===== config.mk =====
export PLATFORM = sky130hd
export DESIGN_NAME = muldiv_unit
export DESIGN_NICKNAME = d
export VERILOG_FILES = /design/src/rtl/muldiv_pkg.sv /design/src/rtl/muldiv_unit_md_step.sv /design/src/rtl/muldiv_unit.sv
export SDC_FILE = /design/constraint.sdc
export NUM_CORES = 1
export LEC_CHECK = 0
export BUFFER_PORTS_ARGS = -buffer_cell sky130_fd_sc_hd__buf_2
export CORE_MARGIN = 3
export CORE_UTILIZATION = 28
export DETAILED_ROUTE_END_ITERATION = 6
export GPL_TIMING_DRIVEN = 0
export HOLD_SLACK_MARGIN = 0.02
export PLACE_DENSITY = 0.42
export SYNTH_ARGS = -nofsm -noshare
export SYNTH_HDL_FRONTEND = slang
export SYNTH_SLANG_ARGS = --single-unit
export TNS_END_PERCENT = 1

===== constraint.sdc =====
create_clock -name clk -period 10.32 [get_ports clk]
set_input_delay 0 -clock clk [delete_from_list [all_inputs] [get_ports clk]]
set_output_delay 0 -clock clk [all_outputs]
set_load 0.05 [all_outputs]

===== src/rtl/muldiv_pkg.sv =====
`default_nettype none
// ============================================================================
//  Module      : muldiv_pkg
//  Description : Shared opcodes, FSM state encodings and defaults for the
//                EX-stage multiply/divide unit.
//  Revision    : 1.0 - initial release
// ============================================================================
package muldiv_pkg;

    localparam int MD_WIDTH = 32;

    localparam logic [2:0] MD_MULT  = 3'b000;
    localparam logic [2:0] MD_MULTU = 3'b001;
    localparam logic [2:0] MD_DIV   = 3'b010;
    localparam logic [2:0] MD_DIVU  = 3'b011;
    localparam logic [2:0] MD_MTHI  = 3'b100;
    localparam logic [2:0] MD_MTLO  = 3'b101;

    localparam logic [1:0] ST_IDLE = 2'd0;
    localparam logic [1:0] ST_RUN  = 2'd1;
    localparam logic [1:0] ST_FIX  = 2'd2;

    localparam logic MD_MODE_MUL = 1'b0;
    localparam logic MD_MODE_DIV = 1'b1;

    // Multi-cycle ops are exactly the ones with op[2] clear.
    function automatic logic is_muldiv(input logic [2:0] op);
        return (op[2] == 1'b0);
    endfunction

endpackage
`default_nettype wire


===== src/rtl/muldiv_unit_md_step.sv =====
`default_nettype none
// ============================================================================
//  Module      : md_step
//  Description : One radix-2 iteration: shift-add multiply or restoring divide.
//  Revision    : 1.0 - initial release
// ============================================================================
module md_step
    import muldiv_pkg::*;
#(
    parameter int WIDTH = MD_WIDTH
) (
    input  logic [2*WIDTH-1:0] acc,
    input  logic [WIDTH-1:0]   operand,
    input  logic               mode,
    output logic [2*WIDTH-1:0] acc_next,
    output logic               qbit
);

    logic [WIDTH:0]   w_sum;
    logic [WIDTH:0]   w_upper;
    logic [WIDTH+1:0] w_diff;

    always_comb begin
        w_sum    = {1'b0, acc[2*WIDTH-1:WIDTH]} + (acc[0] ? {1'b0, operand} : {(WIDTH+1){1'b0}});
        w_upper  = acc[2*WIDTH-1:WIDTH-1];
        w_diff   = {1'b0, w_upper} - {2'b00, operand};
        qbit     = 1'b0;
        acc_next = {w_sum, acc[WIDTH-1:1]};
        if (mode == MD_MODE_DIV) begin
            qbit = ~w_diff[WIDTH+1];
            // The shifted-in quotient bit slot is left zero; the caller inserts qbit.
            if (qbit) begin
                acc_next = {w_diff[WIDTH-1:0], acc[WIDTH-2:0], 1'b0};
            end else begin
                acc_next = {acc[2*WIDTH-2:0], 1'b0};
            end
        end
    end

endmodule
`default_nettype wire


===== src/rtl/muldiv_unit.sv =====
`default_nettype none
// ============================================================================
//  Module      : muldiv_unit
//  Description : Multi-cycle mult/div unit owning the architectural HI/LO pair.
//  Revision    : 1.0 - initial release
// ============================================================================
module muldiv_unit
    import muldiv_pkg::*;
#(
    parameter int WIDTH    = MD_WIDTH,
    parameter bit FAST_MUL = 1'b0
) (
    input  logic             clk,
    input  logic             rst,
    input  logic             start,
    input  logic [2:0]       op,
    input  logic [WIDTH-1:0] a,
    input  logic [WIDTH-1:0] b,
    output logic             busy,
    output logic             done,
    output logic [WIDTH-1:0] hi,
    output logic [WIDTH-1:0] lo
);

    localparam int             CW     = $clog2(WIDTH);
    localparam logic [CW-1:0]  c_last = CW'(WIDTH - 1);

    logic [1:0]         r_state;
    logic [1:0]         w_state_next;
    logic [CW-1:0]      r_count;
    logic [2*WIDTH-1:0] r_acc;
    logic [WIDTH-1:0]   r_opb;
    logic               r_is_div;
    logic               r_neg_q;
    logic               r_neg_r;
    logic               r_done;
    logic [WIDTH-1:0]   r_hi;
    logic [WIDTH-1:0]   r_lo;

    logic               w_accept;
    logic               w_signed;
    logic               w_div_op;
    logic               w_sa;
    logic               w_sb;
    logic [WIDTH-1:0]   w_abs_a;
    logic [WIDTH-1:0]   w_abs_b;
    logic [2*WIDTH-1:0] w_step_acc;
    logic               w_qbit;
    logic [2*WIDTH-1:0] w_run_acc;
    logic               w_fast_one;
    logic               w_last_step;
    logic [2*WIDTH-1:0] w_prod;
    logic [WIDTH-1:0]   w_quot;
    logic [WIDTH-1:0]   w_rem;

    assign w_accept = start && is_muldiv(op);
    assign w_signed = (op == MD_MULT) || (op == MD_DIV);
    assign w_div_op = (op == MD_DIV) || (op == MD_DIVU);
    assign w_sa     = w_signed & a[WIDTH-1];
    assign w_sb     = w_signed & b[WIDTH-1];
    assign w_abs_a  = w_sa ? -a : a;
    assign w_abs_b  = w_sb ? -b : b;

    md_step #(.WIDTH(WIDTH)) u_step (
        .acc      (r_acc),
        .operand  (r_opb),
        .mode     (r_is_div ? MD_MODE_DIV : MD_MODE_MUL),
        .acc_next (w_step_acc),
        .qbit     (w_qbit)
    );

    generate
        if (FAST_MUL) begin : g_fast_mul
            logic [2*WIDTH-1:0] w_fast_prod;
            assign w_fast_prod = {{WIDTH{1'b0}}, r_acc[WIDTH-1:0]} * {{WIDTH{1'b0}}, r_opb};
            assign w_fast_one  = ~r_is_div;
            assign w_run_acc   = r_is_div ? {w_step_acc[2*WIDTH-1:1], w_qbit} : w_fast_prod;
        end else begin : g_serial_mul
            assign w_fast_one  = 1'b0;
            assign w_run_acc   = r_is_div ? {w_step_acc[2*WIDTH-1:1], w_qbit} : w_step_acc;
        end
    endgenerate

    assign w_last_step = (r_count == c_last) || w_fast_one;
    assign w_prod      = r_neg_q ? -r_acc : r_acc;
    assign w_quot      = r_neg_q ? -r_acc[WIDTH-1:0] : r_acc[WIDTH-1:0];
    assign w_rem       = r_neg_r ? -r_acc[2*WIDTH-1:WIDTH] : r_acc[2*WIDTH-1:WIDTH];

    always_ff @(posedge clk or posedge rst) begin
        if (rst) begin
            r_state <= ST_IDLE;
        end else begin
            r_state <= w_state_next;
        end
    end

    always_comb begin
        w_state_next = r_state;
        case (r_state)
            ST_IDLE: if (w_accept)    w_state_next = ST_RUN;
            ST_RUN:  if (w_last_step) w_state_next = ST_FIX;
            ST_FIX:  w_state_next = ST_IDLE;
            default: w_state_next = ST_IDLE;
        endcase
    end

    always_comb begin
        busy = (r_state != ST_IDLE);
        done = r_done;
        hi   = r_hi;
        lo   = r_lo;
    end

    always_ff @(posedge clk or posedge rst) begin
        if (rst) begin
            r_count  <= '0;
            r_acc    <= '0;
            r_opb    <= '0;
            r_is_div <= 1'b0;
            r_neg_q  <= 1'b0;
            r_neg_r  <= 1'b0;
            r_done   <= 1'b0;
            r_hi     <= '0;
            r_lo     <= '0;
        end else begin
            r_done <= (r_state == ST_FIX);
            case (r_state)
                ST_IDLE: begin
                    if (start) begin
                        case (op)
                            MD_MULT, MD_MULTU, MD_DIV, MD_DIVU: begin
                                r_count  <= '0;
                                r_is_div <= w_div_op;
                                r_opb    <= w_div_op ? w_abs_b : w_abs_a;
                                r_acc    <= {{WIDTH{1'b0}}, (w_div_op ? w_abs_a : w_abs_b)};
                                // Divide-by-zero keeps the all-ones quotient unsigned-looking.
                                r_neg_q  <= (w_sa ^ w_sb) & ~(w_div_op && (b == '0));
                                r_neg_r  <= w_sa;
                            end
                            MD_MTHI: r_hi <= a;
                            MD_MTLO: r_lo <= a;
                            default: ;
                        endcase
                    end
                end
                ST_RUN: begin
                    r_acc   <= w_run_acc;
                    r_count <= r_count + 1'b1;
                end
                ST_FIX: begin
                    if (r_is_div) begin
                        r_lo <= w_quot;
                        r_hi <= w_rem;
                    end else begin
                        r_hi <= w_prod[2*WIDTH-1:WIDTH];
                        r_lo <= w_prod[WIDTH-1:0];
                    end
                end
                default: ;
            endcase
        end
    end

endmodule
`default_nettype wire

==> impl_metrics.ini, run 1 <==
[routing]
drc = 0
drt_iter0_markers = 1458
wl_um = 67450
dr.pass1.iters = 6
ant_nets = 0
wl_per_cell_um = 24.53
num_vias = 15091
routed_via_density = 5.490

[hold_path]
hp-class = input pin to flip-flop

[critical_path]
regToRegSetupSlack_ns = 5.72
end_kind = flip-flop
cp_slowest_stage_delay_ns = 0.69
crit_required_ns = 10.71
cp-start-kind = flip-flop
critPathArrivalTime_ns = 4.99
criticalPathCategory = flip-flop to flip-flop
crit_path_top_delay_cell = a211oi_1
worstPathMaxFanout = 10
path_cells = inv_1, clkbuf_1, nor2_1, ha_1, a2111o_1, o21bai_1, a31oi_1, a211oi_1, o21ai_0, a221oi_1, mux2i_1, a22o_1

[timing]
final.min_clock_period_ns = 4.602
worstMarginPinSlew_ns = 1.231
skew_ns = 0.01393
final_max_slew_viol_count = 0
fmax_mhz = 217.3
fin_setup_tns_ns = 0
post-route-period-util_pct = 44.59
hold_ws_ns = 0.06741
rsz0062_at_grt = no
setup_violations = 0
relSlewSlack_pct = 17.20
hold_viol = 0

[grt]
grt_max_degree = 108
grt_first_pass_wirelength_um = 99430
grt_overflow = 0
grt_pass1_vias = 14696
antenna_found_initial = 2
grt_use_total_pct = 23.91

[yosys]
synth.avg_cell_area_um2 = 7.850
yosysSeqAreaShare_pct = 29.15
synthesis.nets = 2012
synth_edf_count = 0
synthCells = 1870
synth_area_mm2 = 0.01468
async_flop_share_pct = 100.0
synth_flop_cell = dfrtp_1
ys_ff_latch = 171
yosysWarnings = 0
synth_cell_types = 72

[clock_tree]
cts_root_buffer = clkbuf_16
cts_resized = 0
cts.reportedPaths.clkPinSlew_ns = 0.08
clk_path_buf_depth = 2
cts_buffers = 17
tritoncts = yes
clk_latency_ns = 0.46
htreeDepth = 4
clock_sinks = 171

[layout]
syn_to_final_growth_pct = 17.17
nNetsFinal = 2199
diodes = 0
drive_above_1_share_pct = 10.15

[pwr]
leakagePower_nw = 7.278
ir_drop_uv = 127.3
powerDensity_mw_per_mm2 = 370.1

[floorplan]
initial_core_util_pct = 28.44
dieArea_mm2 = 0.05521
dieHeight_um = 235.0
core_region_area_mm2 = 0.05161
die_width_um = 235.0
rows = 83
num_io_pins = 136

[place]
port_buffers = 133
place.gp.congestion = 0.9145
hpwl_um = 53860

[run_status]
outcome = finished, final reports clean

[flow_run]
maxCapViolations = 0
[repair_timing]
item,CTS,global route
hold buffers,34,0
buffers inserted,0,0
hold endpoints to repair,118,0
setup endpoints to repair,0,0
[path summary, 6_finish.rpt]
path,start,end,cells after the start
worst max-delay path,r_acc[0],r_acc[57],12
worst min-delay path,b[14],r_opb[14],5
worst max register to register,r_acc[0],r_acc[57],12
worst min register to register,r_opb[7],r_opb[7],2
max in group asynchronous,rst,r_acc[15],4
min in group asynchronous,rst,hi[25],3
[flip-flops by register name, indices dropped and copies added, names as in the netlist]
| signal | count |
|---|---|
| lo | 32 |
| r_acc | 64 |
| r_opb | 32 |
| r_count | 5 |
| r_state | 2 |
| r_is_div | 1 |
| done | 1 |
| hi | 32 |
| r_neg_q | 1 |
| r_neg_r | 1 |
[cell usage in the layout (no fill, tap or decap), types with 8 or more instances in the layout]
cell type / n
o21ai_0: 226
dfrtp_1: 171
buf_1: 20
mux2i_1: 93
o21ai_1: 8
buf_2: 141
o31ai_1: 24
a211oi_1: 14
a21oi_1: 153
inv_1: 65
xnor2_1: 86
xor2_1: 77
nand2b_1: 19
nand2_1: 219
clkbuf_1: 82
nor3_1: 27
a221o_1: 8
nor2_1: 175
nand3_1: 32
nor2b_1: 13
o21a_1: 11
a22oi_1: 10
nand4_1: 12
a21o_1: 24
o211ai_1: 24
a31oi_1: 22
clkbuf_16: 17
dlygate4sd3_1: 34
or3_1: 35
o21bai_1: 8
nor4_1: 10
mux2_2: 13
and2_1: 13
ha_1: 70
[critical path: cells and delay by family, from the launching register on]
family	cells	cell delay, ns
simple gates	1	0.12
flops	1	0.55
buf+inv	2	0.66
compound gates	7	2.57
fa+ha+maj	1	0.39
mux	1	0.23
[metrics by stage]
stage / total power, W / utilization (%) / cells / area (um2) / worst slack, ns
final: 0.006367 / 33.33 / 2749 / 17200 / 5.718
after global routing: 0.006856 / 33.33 / 2749 / 17200 / 5.544
after CTS: 0.006343 / 33.33 / 2749 / 17200 / 5.796
after detailed placement: 0.005579 / 31.45 / 2684 / 16230 / 5.819
after global placement: 0.005570 / 31.38 / 2683 / 16200 / 2.862
after floorplan: 0.004294 / - / 1870 / 14680 / 5.688
[cell usage after synthesis, drive strengths merged, types with 19 or more instances]
library cell	instances	area share, %
ha	70	6.0
nor3	27	0.92
a31oi	22	0.94
nand3	32	1.1
a21oi	153	5.2
clkbuf	81	2.1
buf	29	0.86
mux2i	93	6.3
o21ai	234	8.0
or3	36	1.6
o31ai	24	1.2
xor2	77	4.6
xnor2	86	5.1
dfrtp	171	29
nand2b	19	0.81
nor2	175	4.5
o211ai	24	1.2
inv	66	1.7
a21o	24	1.2
nand2	219	5.6
[power breakdown]
| group | switching, W | total, W | internal [W] |
|---|---|---|---|
| clock | 0.000316 | 0.000731 | 0.000415 |
| sequential | 0.000437 | 0.00143 | 0.000995 |
| combinational | 0.00272 | 0.00420 | 0.00148 |
[cell type report]
class | count | area (um2)
clock buffers | 19 | 442.9
inverters | 66 | 255.2
multi-input cells | 1523 | 9723
fillers | 5468 | 34410
clock inverters | 12 | 186.4
plain buffers | 110 | 430.4
flip-flops and latches | 171 | 4279
well taps | 680 | 850.8
repair buffers | 168 | 1033
[cell families (layout without fill, tap and decap cells)]
kind of cell | count (synthesis) | in the layout | synth area share (%)
compound gates | 593 | 593 | 24.50
simple gates | 589 | 589 | 18.43
xor+xnor | 163 | 163 | 9.725
mux | 106 | 106 | 7.338
buf+inv | 176 | 375 | 4.619
flops | 171 | 171 | 29.15
fa+ha+maj | 72 | 72 | 6.239
[metal layers]
| metal | track usage, % | wire length, um |
|---|---|---|
| met5 | 0 | 27 |
| met1 | 33.68 | 31290 |
| met3 | 3.345 | 3962 |
| met2 | 37.83 | 30350 |
| met4 | 7.494 | 1816 |
Power figures use the tool's default switching activity.
==> inputs of run 2 (changes only) <==
==> constraint.sdc (replaced) <==
create_clock -name clk -period 4.4 [get_ports clk]
set_input_delay 0 -clock clk [delete_from_list [all_inputs] [get_ports clk]]
set_output_delay 0 -clock clk [all_outputs]
set_load 0.05 [all_outputs]
==> run 2 against run 1 <==
Register-to-register slack got worse by 5.6 ns. Power is 130% higher. Core utilization increased by 0.14 points. Clock skew about the same. First-iteration DRC count decreased by 3.4%. Sequential share of layout area is 0.097 points lower. Highest routed layer is now met4. Cell count up 0.22%. Critical path depth decreased by 1. Routed wire length shrank 0.39%. Largest power group unchanged. Non-clock buffer count increased by 5. Clock power increased by 130%.
==> impl_metrics.ini, run 2 (same netlist as run 1, synthesis figures left out) <==
[run_status]
outcome = finished, final reports clean

[critical_path]
path_cells = ha_1, buf_2, a2111oi_0, o21ai_0, a31oi_1, a31oi_1, a2111oi_4, buf_2, nor2_1, a222oi_1, o21ai_0
critPathTopFamily = compound AO/OA/AOI/OAI gates
startpoint = r_acc[39]
cp.depth = 11
path_buf_inv = 2
r2r_start = r_acc[39]
cp-start-kind = flip-flop
criticalPathCategory = flip-flop to flip-flop
crit_required_ns = 4.68
crit_path_top_delay_cell = a2111oi_4
cp_slowest_stage_delay_ns = 0.56
end_kind = flip-flop
r2r_cells = 11
critPathArrivalTime_ns = 4.53
worstPathMaxFanout = 10

[timing]
setup_violations = 0
final_max_slew_viol_count = 0
fmax_mhz = 235.7
rsz0062_at_grt = no
worstMarginPinSlew_ns = 1.133
hold_viol = 0
final.min_clock_period_ns = 4.243
timing.final.ws_setup_ns = 0.1570
relSlewSlack_pct = 23.74
post-route-period-util_pct = 96.43
skew_ns = 0.01434
fin_setup_tns_ns = 0

[clock_tree]
tritoncts = yes
clk_path_buf_depth = 2
cts.reportedPaths.clkPinSlew_ns = 0.08
htreeDepth = 4
clk_latency_ns = 0.47
clock_sinks = 171
post_cts_buffers = 0
cts_buffers = 17
cts_root_buffer = clkbuf_16

[grt]
grt_pass1_vias = 14539
antenna_found_initial = 0
grt_first_pass_wirelength_um = 98990
grt_max_degree = 41
grt_overflow = 0
grt_use_total_pct = 23.76

[routing]
ant_nets = 0
wl_per_cell_um = 24.39
drc = 0
routed_via_density = 5.450
wl_um = 67190
drt_iter0_markers = 1409
num_vias = 15015
dr.pass1.iters = 5

[layout]
syn_to_final_growth_pct = 17.67
final_util_pct = 33.47
final_common_cell = o21ai_0
diodes = 0
layout_common_cells = 226 x o21ai_0, 219 x nand2_1, 175 x nor2_1, 170 x dfrtp_1, 153 x a21oi_1
regMostFlops = r_acc
largest_reg_flops = 64
drive_above_1_share_pct = 10.55
fillCellCount = 5489
nNetsFinal = 2204

[floorplan]
core_region_area_mm2 = 0.05161
rows = 83
num_io_pins = 136
initial_core_util_pct = 28.44
die_width_um = 235.0
dieArea_mm2 = 0.05521
dieHeight_um = 235.0

[hold_path]
hp-class = input pin to flip-flop
hold_start = b[14]
worstHoldPathCells = 5

[place]
hpwl_um = 54190
place.gp.congestion = 0.9175
port_buffers = 133
dp_slack_ns = -0.1113

[pwr]
p_switching_w = 0.008181
powerDensity_mw_per_mm2 = 864.1
clockPowerShare_pct = 11.5
power_w = 0.01493
p_comb_share_pct = 66.1
ir_drop_uv = 322.6
power.share.sequential_pct = 22.4
leakagePower_nw = 7.303
switching_share_pct = 54.81
intPower_w = 0.006745

[flow_run]
maxCapViolations = 0
-- run 2: changes by cell type in the layout (fill, tap and decap cells not counted), sizes merged --
cell / previous run / this run
buf: 163 / 166
dlygate4sd3: 34 / 36
clkinvlp: 0 / 3
clkinv: 4 / 2
inv: 70 / 71
bufinv: 4 / 3
-- run 2: power groups by stage --
stage / combinational, W / sequential, W / clock, W
3_5_place_dp: 0.00974 / 0.00335 / 0
3_3_place_gp: 0.00973 / 0.00333 / 0
5_1_grt: 0.0109 / 0.00344 / 0.00179
2_1_floorplan: 0.00621 / 0.00387 / 0
6_report: 0.00987 / 0.00335 / 0.00171
4_1_cts: 0.00981 / 0.00332 / 0.00174
-- run 2: per-stage QoR --
| step | std cells | hold slack, ns | area, um2 |
|---|---|---|---|
| after floorplan | 1870 | 0.1859 | 14680 |
| after global placement | 2683 | 0.3880 | 16200 |
| after detailed placement | 2687 | 0.1384 | 16280 |
| after CTS | 2755 | 0.04593 | 17270 |
| after global routing | 2755 | 0.09138 | 17270 |
| final | 2755 | 0.05024 | 17270 |
-- run 2: worst paths after layout --
kind | to | slack (ns)
min in group asynchronous | hi[27] | 0.19
min | r_opb[14] | 0.05
min reg2reg | r_opb[2] | 0.49
max | r_acc[56] | 0.16
max in group asynchronous | r_state[0] | 3.00
max reg2reg | r_acc[56] | 0.16
-- run 2: metal layers --
layer	track usage (%)	part of all wire [%]	wire (um)
met5	0	0	0
met4	5.787	1.7	1143
met3	3.275	5.7	3807
met2	37.72	45	30380
met1	34.05	47	31860
-- run 2: cell type report --
class	count	area, um2	area share, %
clock buffer	19	442.9	2.564
multi-input combinational	1523	9728	56.32
buffer	110	434.2	2.513
timing repair buffer	173	1106	6.403
tap	680	850.8	4.925
sequential	171	4280	24.78
inverter	66	251.5	1.456
clock inverter	13	180.2	1.043
-- run 2: what timing repair did --
action | 4_1_cts | 5_1_grt
setup endpoints to repair | 2 | 9
resized for setup | 1 | 7
pin swaps | 0 | 1
cloned | 0 | 0
hold endpoints to repair | 83 | 0
hold buffers | 36 | 0
-- run 2: worst reg2reg max path, stage by stage (launching register included) --
cell       delay, ns
dfrtp_2         0.52
ha_1            0.32
buf_2           0.17
a2111oi_0       0.45
o21ai_0         0.27
a31oi_1         0.30
a31oi_1         0.32
a2111oi_4       0.56
buf_2           0.40
nor2_1          0.23
a222oi_1        0.34
o21ai_0         0.19
==> inputs of run 3 (changes only) <==
--- a/config.mk
+++ b/config.mk
@@ -5,13 +5,14 @@
 export SDC_FILE = /design/constraint.sdc
 export NUM_CORES = 1
 export LEC_CHECK = 0
+export ABC_AREA = 1
 export BUFFER_PORTS_ARGS = -buffer_cell sky130_fd_sc_hd__buf_2
 export CORE_MARGIN = 3
 export CORE_UTILIZATION = 28
 export DETAILED_ROUTE_END_ITERATION = 6
 export GPL_TIMING_DRIVEN = 0
 export HOLD_SLACK_MARGIN = 0.02
-export PLACE_DENSITY = 0.42
+export PLACE_DENSITY = 0.41
 export SYNTH_ARGS = -nofsm -noshare
 export SYNTH_HDL_FRONTEND = slang
 export SYNTH_SLANG_ARGS = --single-unit
==> run 3 against run 2 <==
Die area increased by 23%. Area after synthesis is 23% higher. Core utilization fell by 0.35 points. First-iteration DRC count grew 80%. Fmax grew 11%. Worst hold slack improved by 0.0081 ns. Setup slack improved by 0.44 ns. Critical path depth grew 5. Largest cell class unchanged.
==> impl_metrics.ini, run 3 <==
[timing]
final_max_slew_viol_count = 0
timing.final.ws_setup_ns = 0.5925
rsz0062_at_grt = no
fmax_mhz = 262.6
fin_setup_tns_ns = 0
final.min_clock_period_ns = 3.808
hold_viol = 0
worstMarginPinSlew_ns = 1.274
relSlewSlack_pct = 14.52
setup_violations = 0
post-route-period-util_pct = 86.53
skew_ns = 0.01888

[routing]
dr.pass1.iters = 7
routed_via_density = 5.394
drt_iter0_markers = 2538
num_vias = 22754
wl_um = 107600
drc = 0
ant_nets = 0
wl_per_cell_um = 25.50

[yosys]
synth_flop_cell = dfrtp_1
ys_ff_latch = 171
synthCells = 3149
yosysWarnings = 0
synth_edf_count = 0
synthTopCellsByCount = 927 x nand2_1, 463 x nor2_1, 394 x inv_1
synth_cell_types = 48
yosys-top-cells-area = dfrtp_1 24%, nand2_1 19%, nor2_1 9.6%, nand3_1 8.3%, inv_1 8.2%
yosysSeqAreaShare_pct = 23.65
synth.avg_cell_area_um2 = 5.745
async_flop_share_pct = 100.0
synth_top_area_share_pct = 23.65
synth_area_mm2 = 0.01809
synth_top_area_cell = dfrtp_1
synthesis.nets = 3291
yosysMostFrequentCell = nand2_1

[critical_path]
crit_path_top_delay_cell = o21ai_1
criticalPathCategory = flip-flop to flip-flop
path_cells = buf_2, clkbuf_1, nand2_1, inv_1, ha_1, inv_1, fa_1, o21ai_1, nand2_1, nand2_1, nand3_1, nand3_1, nor2_1, or2_1, nand3_1, nand2_1
cp_common_cell = nand2_1
cp-start-kind = flip-flop
critPathTopFamily = simple AND/OR/NAND/NOR gates
critPathArrivalTime_ns = 4.21
path_buf_inv = 4
worstPathMaxFanout = 10
cp_slowest_stage_delay_ns = 0.51
crit_required_ns = 4.80
end_kind = flip-flop

[floorplan]
dieArea_mm2 = 0.06770
dieHeight_um = 260.2
num_io_pins = 136
rows = 92
initial_core_util_pct = 28.47
die_width_um = 260.2
core_region_area_mm2 = 0.06354

[clock_tree]
cts.reportedPaths.clkPinSlew_ns = 0.09
tritoncts = yes
htreeDepth = 4
postCtsHoldBufs = 51
cts_resized = 0
clk_path_buf_depth = 2
clock_sinks = 171
clk_latency_ns = 0.51
post_cts_buffers = 0
cts_root_buffer = clkbuf_16
cts_buffers = 17

[layout]
fillCellCount = 7405
final_util_pct = 33.12
layout_common_cells = 927 x nand2_1, 463 x nor2_1, 393 x inv_1, 300 x nand3_1, 195 x o21ai_0
largest_reg_flops = 64
regMostFlops = r_acc
final_common_cell = nand2_1
nNetsFinal = 3500
stdcell_count = 4218
syn_to_final_growth_pct = 16.32
drive_above_1_share_pct = 7.505

[grt]
grt_use_total_pct = 31.35
grt_max_degree = 39
grt_first_pass_wirelength_um = 152500
grt_overflow = 0
grt_pass1_vias = 21121
antenna_found_initial = 3

[pwr]
leakagePower_nw = 10.31
ir_drop_uv = 367.6
powerDensity_mw_per_mm2 = 919.6

[place]
hpwl_um = 89710
dp.cells = 4134
dp_slack_ns = 0.6624
port_buffers = 135
place.gp.congestion = 0.9891

[hold_path]
hp-class = input pin to flip-flop

[run_status]
outcome = finished, final reports clean

[flow_run]
maxCapViolations = 0
[run 3: cell count changes after synthesis, moves of 21 or more]
| cell | before | now |
|---|---|---|
| mux2i_1 | 93 | 0 |
| nor2_1 | 175 | 463 |
| o31ai_1 | 24 | 3 |
| or3_1 | 35 | 0 |
| a21oi_1 | 153 | 176 |
| o21ai_0 | 226 | 195 |
| xnor2_1 | 86 | 6 |
| nand4_1 | 12 | 48 |
| xor2_1 | 77 | 44 |
| nand2_1 | 219 | 927 |
| inv_1 | 66 | 394 |
| nand3_1 | 32 | 300 |
[run 3: worst paths after layout]
path | start | depth (start not counted) | endpoint | slack [ns]
min in group asynchronous | rst | 3 | hi[29] | 0.18
max reg2reg | r_acc[0] | 16 | r_acc[53] | 0.59
min | a[18] | 5 | r_opb[18] | 0.06
max | r_acc[0] | 16 | r_acc[53] | 0.59
max in group asynchronous | rst | 6 | r_opb[7] | 2.98
min reg2reg | lo[3] | 2 | lo[3] | 0.48
[run 3: kinds of logic after synthesis]
group / count (synthesis) / synth area share (%)
simple gates: 1835 / 42.18
buf+inv: 514 / 11.09
compound gates: 507 / 15.60
flops: 171 / 23.65
fa+ha+maj: 72 / 5.062
xor+xnor: 50 / 2.420
[run 3: metrics by stage]
stage	total power [W]	instance area, um2	hold WS (ns)
after floorplan	0.01176	18100	0.1778
after global placement	0.01708	19830	0.3487
after detailed placement	0.01710	19910	0.1811
after CTS	0.01896	21040	0.02813
after global routing	0.02064	21040	0.06245
final	0.01935	21050	0.05830
[run 3: routing by layer]
metal | track usage [%] | vias up | share of wire (%)
li1 | - | 10621 | -
met1 | 45.43 | 11004 | 45
met2 | 48.05 | 994 | 44
met3 | 4.528 | 133 | 8.0
met4 | 9.028 | 2 | 2.8
met5 | 0 | - | 0.012
[run 3: final cells by class]
class / instances / area, um2 / share of cell area [%]
diodes: 1 / 2.502 / 0.01189
multi-input cells: 2464 / 11810 / 56.11
clock inverters: 15 / 196.4 / 0.9334
clock buffers: 17 / 425.4 / 2.021
repair buffers: 190 / 1266 / 6.017
plain buffers: 108 / 481.7 / 2.289
well taps: 846 / 1059 / 5.030
flip-flops and latches: 171 / 4279 / 20.33
inverters: 406 / 1528 / 7.259
[run 3: power breakdown]
part	leakage [nW]	internal, W	switching [W]
Clock	0.301	0.000826	0.000879
Combinational	8.00	0.00393	0.00986
Sequential	2.01	0.00231	0.00155
Total	10.3	0.00706	0.0123
[run 3: tightest hold or removal path: stages]
cell	delay (ns)
buf_2	0.15
nand2_1	0.09
nand2_1	0.07
nand2_1	0.09
o211ai_1	0.11
